$ cat config.mk
export PLATFORM = sky130hd
export DESIGN_NAME = clockdivider_prog
export DESIGN_NICKNAME = d
export VERILOG_FILES = /design/src/rtl/clockdivider_prog.sv
export SDC_FILE = /design/constraint.sdc
export NUM_CORES = 1
export LEC_CHECK = 0
export CORE_MARGIN = 3
export CORE_UTILIZATION = 29
export DETAILED_ROUTE_END_ITERATION = 16
export DONT_BUFFER_PORTS = 1
export PLACE_DENSITY = 0.44
export SETUP_SLACK_MARGIN = 0.05
export SLEW_MARGIN = 0
export SYNTH_ARGS = -nofsm -noshare
export SYNTH_HDL_FRONTEND = slang
export SYNTH_SLANG_ARGS = --single-unit
$ cat constraint.sdc
create_clock -name clk -period 1.8 [get_ports clk]
set_clock_uncertainty 0.1 [all_clocks]
set_input_delay 0.18 -clock clk [delete_from_list [all_inputs] [get_ports clk]]
set_output_delay 0.18 -clock clk [all_outputs]
set_load 0.01 [all_outputs]
$ cat src/rtl/clockdivider_prog.sv
// Multi-channel programmable clock divider. Each channel runs its own divisor and mode,
// with config staged through a valid/ready port and applied only at a period boundary.
module clockdivider_prog #(
    parameter int unsigned CHANNELS     = 2,
    parameter int unsigned WIDTH        = 8,
    parameter int unsigned DEFAULT_DIV  = 3,
    parameter bit          DEFAULT_MODE = 1'b0,
    localparam int unsigned CH_W        = (CHANNELS > 1) ? $clog2(CHANNELS) : 1
) (
    input  logic                clk,
    input  logic                rst,
    input  logic [CHANNELS-1:0] en,
    input  logic                cfg_valid,
    output logic                cfg_ready,
    input  logic [CH_W-1:0]     cfg_ch,
    input  logic [WIDTH-1:0]    cfg_div,
    input  logic                cfg_mode,
    output logic [CHANNELS-1:0] pending,
    output logic [CHANNELS-1:0] clk_out,
    output logic [CHANNELS-1:0] tick
);

    logic [WIDTH-1:0]    cnt_q        [CHANNELS];
    logic [WIDTH-1:0]    cnt_d        [CHANNELS];
    logic [WIDTH-1:0]    div_q        [CHANNELS];
    logic [WIDTH-1:0]    div_d        [CHANNELS];
    logic [WIDTH-1:0]    shadow_div_q [CHANNELS];
    logic [WIDTH-1:0]    shadow_div_d [CHANNELS];
    logic [CHANNELS-1:0] mode_q, mode_d;
    logic [CHANNELS-1:0] shadow_mode_q, shadow_mode_d;
    logic [CHANNELS-1:0] pending_q, pending_d;
    logic [CHANNELS-1:0] clk_out_q, clk_out_d;
    logic [CHANNELS-1:0] tick_q, tick_d;

    logic [CHANNELS-1:0] accept, terminal, apply, eff_mode;

    // Out-of-range channels match no slot, so they are always ready and silently dropped.
    always_comb begin
        cfg_ready = 1'b1;
        for (int i = 0; i < CHANNELS; i++) begin
            if (cfg_ch == CH_W'(i)) begin
                cfg_ready = !pending_q[i];
            end
        end
    end

    always_comb begin
        accept   = '0;
        terminal = '0;
        apply    = '0;
        eff_mode = '0;
        for (int i = 0; i < CHANNELS; i++) begin
            accept[i]   = cfg_valid && cfg_ready && (cfg_ch == CH_W'(i));
            terminal[i] = en[i] && (cnt_q[i] == div_q[i]);
            // Accept needs pending low and apply needs it high, so the two never coincide.
            apply[i]    = pending_q[i] && (terminal[i] || !en[i]);
            eff_mode[i] = apply[i] ? shadow_mode_q[i] : mode_q[i];
        end
    end

    always_comb begin
        cnt_d         = cnt_q;
        div_d         = div_q;
        shadow_div_d  = shadow_div_q;
        mode_d        = mode_q;
        shadow_mode_d = shadow_mode_q;
        pending_d     = pending_q;
        clk_out_d     = clk_out_q;
        tick_d        = tick_q;
        for (int i = 0; i < CHANNELS; i++) begin
            if (!en[i]) begin
                cnt_d[i]     = '0;
                clk_out_d[i] = 1'b0;
                tick_d[i]    = 1'b0;
            end else if (terminal[i]) begin
                cnt_d[i]     = '0;
                tick_d[i]    = 1'b1;
                clk_out_d[i] = eff_mode[i] ? 1'b1 : !clk_out_q[i];
            end else begin
                cnt_d[i]     = cnt_q[i] + WIDTH'(1);
                tick_d[i]    = 1'b0;
                clk_out_d[i] = mode_q[i] ? 1'b0 : clk_out_q[i];
            end

            if (apply[i]) begin
                div_d[i]     = shadow_div_q[i];
                mode_d[i]    = shadow_mode_q[i];
                pending_d[i] = 1'b0;
            end else if (accept[i]) begin
                shadow_div_d[i]  = cfg_div;
                shadow_mode_d[i] = cfg_mode;
                pending_d[i]     = 1'b1;
            end
        end
    end

    always_ff @(posedge clk or posedge rst) begin
        if (rst) begin
            for (int i = 0; i < CHANNELS; i++) begin
                cnt_q[i]        <= '0;
                div_q[i]        <= WIDTH'(DEFAULT_DIV);
                shadow_div_q[i] <= '0;
            end
            mode_q        <= {CHANNELS{DEFAULT_MODE}};
            shadow_mode_q <= '0;
            pending_q     <= '0;
            clk_out_q     <= '0;
            tick_q        <= '0;
        end else begin
            cnt_q         <= cnt_d;
            div_q         <= div_d;
            shadow_div_q  <= shadow_div_d;
            mode_q        <= mode_d;
            shadow_mode_q <= shadow_mode_d;
            pending_q     <= pending_d;
            clk_out_q     <= clk_out_d;
            tick_q        <= tick_d;
        end
    end

    assign pending = pending_q;
    assign clk_out = clk_out_q;
    assign tick    = tick_q;

endmodule

==> results.cfg <==
[critical_path]
crit_type = reg2reg
rr_worst_depth = 4
worst_ep_arrival_time_ns = 1.76
crit_path_end_kind = flop
critPathCapture = cnt_q[1]
crit_path_start = div_q[0]
crit_fanout = 10
rrSetupSlack_ns = 0.16
cp-start-kind = flop
cp.required_ns = 1.92
rr_endpoint = cnt_q[1]
rr_startpoint = div_q[0]

[synthesis]
synth-adder-area-share_pct = 0.9005
synth_commonest_cells = dfrtp_1, nand2_1, o211ai_1
synth_area_mm2 = 0.002779
synth.distinct_cells = 28
synth_simple_gate_area_share_pct = 13.01
synth_top_area_cell = dfrtp_1
ys_ff_latch = 58
synth.area.mux_share_pct = 7.654
async_reset_ff_share_pct = 100.0
synth_edf_count = 0
synthXorXnorAreaFrac_pct = 8.825
synthesis.nets = 265
synth-compound-area-share_pct = 13.87
synthCells = 248
ys_seq_area_share_pct = 52.41
ys.flop_type = dfrtp_1
synth_top_family_by_area = compound AO/OA/AOI/OAI gates
post_synth.cell_area_avg_um2 = 11.21
ys_warn_count = 0
synth_top_area_share_pct = 48.63
ys_top_cells_by_area = dfrtp_1, mux2_2, o211ai_1
synth_most_common_cell = dfrtp_1

[clocking]
clockBufferDepth = 2
cts.sinks = 58
cts.clk_slew.worst_paths_ns = 0.07
cts_tree = yes
clock_latency_ns = 0.33
cts_made_buffers = 9
htreeDepth = 3
cts_setup_buffers = 0
root_buffer = clkbuf_8

[grt]
globalRoute.busiestLayer = met1
grt_pass1_vias = 2013
overflow = 0
gr-usage-met3_pct = 2.855
grt_max_degree = 59
grt_first_pass_wirelength_mm = 10.53
grt.met1_usage_pct = 17.42
antenna_found_initial = 0
grt_usage_pct = 11.95
grt_use_met2_pct = 16.53

[route]
post-route-drc-count = 0
vias_per_cell = 4.693
ant_nets = 0
wirelength_mm = 5.991
wl_per_cell_um = 14.72
first_pass_iters = 4
first_iter_violations = 64
via_count = 1910

[timing]
slew_viol_final = 0
tightest_slew_ns = 0.5270
finalCritPeriodShare_pct = 91.13
finalSetupTns_ns = 0
max_freq_mhz = 609.6
hold_viol = 0
rsz0062_at_grt = false
period_minus_slack_ns = 1.640
setup_viol = 0
slew_headroom_pct = 64.77

[hold_path]
hold_class = in2reg
min-delay-start = en[0]

[floorplanning]
die_w_um = 103.9
pin_count = 22
die_area_mm2 = 0.01079
num_rows = 35
initial_core_util_pct = 29.93
coreArea_mm2 = 0.009284
die_h_um = 103.9

[layout]
drive_above_1_share_pct = 22.30
antenna_cells = 0
nNetsFinal = 290
area_growth_pct = 18.06

[power_and_ir_drop]
ir_drop_uv = 249.7
powerDensity_mw_per_mm2 = 1024
p_leak_nw = 1.338
total_power_mw = 3.360

[placed_design]
hpwl_mm = 4.010
portBuffers = 0
gp_congestion = 0.7257

[run]
maxCapViolCount = 0

[status]
status = complete, no violations
[worst min path at each step]
stage / to / depth (start not counted)
floorplan: shadow_div_q[0] / 1
global placement: tick[0] / 2
detailed placement: tick[0] / 2
CTS: cnt_q[8] / 3
global route: cnt_q[8] / 3
finish: cnt_q[8] / 3
[kinds of logic (layout without fill, tap and decap cells)]
family                     count (synthesis)  in the layout
muxes                                     19             19
AOI/OAI and AO/OA                         46             46
DFF                                       58             58
and+or+nand+nor                           76             76
buffers and inverters                     19             49
adders and majority gates                  2              2
xor gates and xnor gates                  28             28
[stage by stage]
| stage | hold WS [ns] | instance area, um^2 | setup slack, ns | std cells | utilization [%] |
|---|---|---|---|---|---|
| finish | 0.03272 | 3281 | 0.1596 | 407 | 35.34 |
| global route | 0.02319 | 3281 | 0.05017 | 407 | 35.34 |
| CTS | 0.01361 | 3279 | 0.07757 | 407 | 35.32 |
| detailed placement | 0.05772 | 2995 | 0.08469 | 379 | 32.26 |
| global placement | 0.05708 | 2995 | 0.1216 | 379 | 32.26 |
| floorplan | 0.2306 | 2779 | 0.09863 | 248 | - |
[report_power, final]
part	switching [mW]	internal (mW)	total (mW)
clock	0.507	0.532	1.04
combinational	0.296	0.325	0.621
sequential	0.167	1.53	1.70
[critical path, cell delays in order (launching register included)]
cell and delay [ns]:
dfstp_2 0.55, xnor2_1 0.11, nand4_1 0.18, o21a_1 0.37
and2_1 0.23
[cells in the final DEF (no fill, tap or decap), types with 2 or more instances in the layout]
| cell | count |
|---|---|
| clkbuf_1 | 3 |
| o211ai_2 | 9 |
| buf_4 | 14 |
| nand2b_1 | 9 |
| o311a_1 | 2 |
| mux2_2 | 18 |
| dfstp_2 | 4 |
| and3_1 | 4 |
| ha_1 | 2 |
| and2_1 | 2 |
| clkbuf_8 | 10 |
| dfrtp_1 | 54 |
| nand3_1 | 13 |
| o21ai_1 | 3 |
| o211ai_1 | 27 |
| nand2_1 | 27 |
| xor2_1 | 10 |
| nor2_1 | 14 |
| clkinv_2 | 3 |
| nand4_1 | 3 |
| o22ai_1 | 2 |
| inv_1 | 5 |
| nor3_1 | 2 |
| xnor2_1 | 18 |
| dlygate4sd3_1 | 12 |
[final cells by class]
| cell class | count | area, um^2 |
|---|---|---|
| tap | 129 | 161.4 |
| inverter | 6 | 22.52 |
| sequential | 58 | 1456 |
| multi-input combinational | 171 | 1231 |
| clock buffer | 13 | 148.9 |
| clock inverter | 3 | 15.01 |
| timing repair buffer | 27 | 245.2 |
| fill | 964 | 6003 |
[registers in the layout, summed over array words and instances, names as in the netlist]
signal         cells
clk_out            2
tick               2
div_q             16
shadow_mode_q      2
pending            2
shadow_div_q      16
mode_q             2
cnt_q             16
[layer usage]
metal	vias up	share of wire, %
li1	928	-
met1	944	53
met2	26	41
met3	12	3.2
met4	0	2.1
met5	-	0
[timing repair]
item | in CTS | in global routing
endpoints found under the hold margin | 98 | 0
gates resized for setup | 0 | 1
hold buffers | 12 | 0
endpoints found under the setup margin | 0 | 8
No activity file was read; power rests on OpenSTA's default activity.
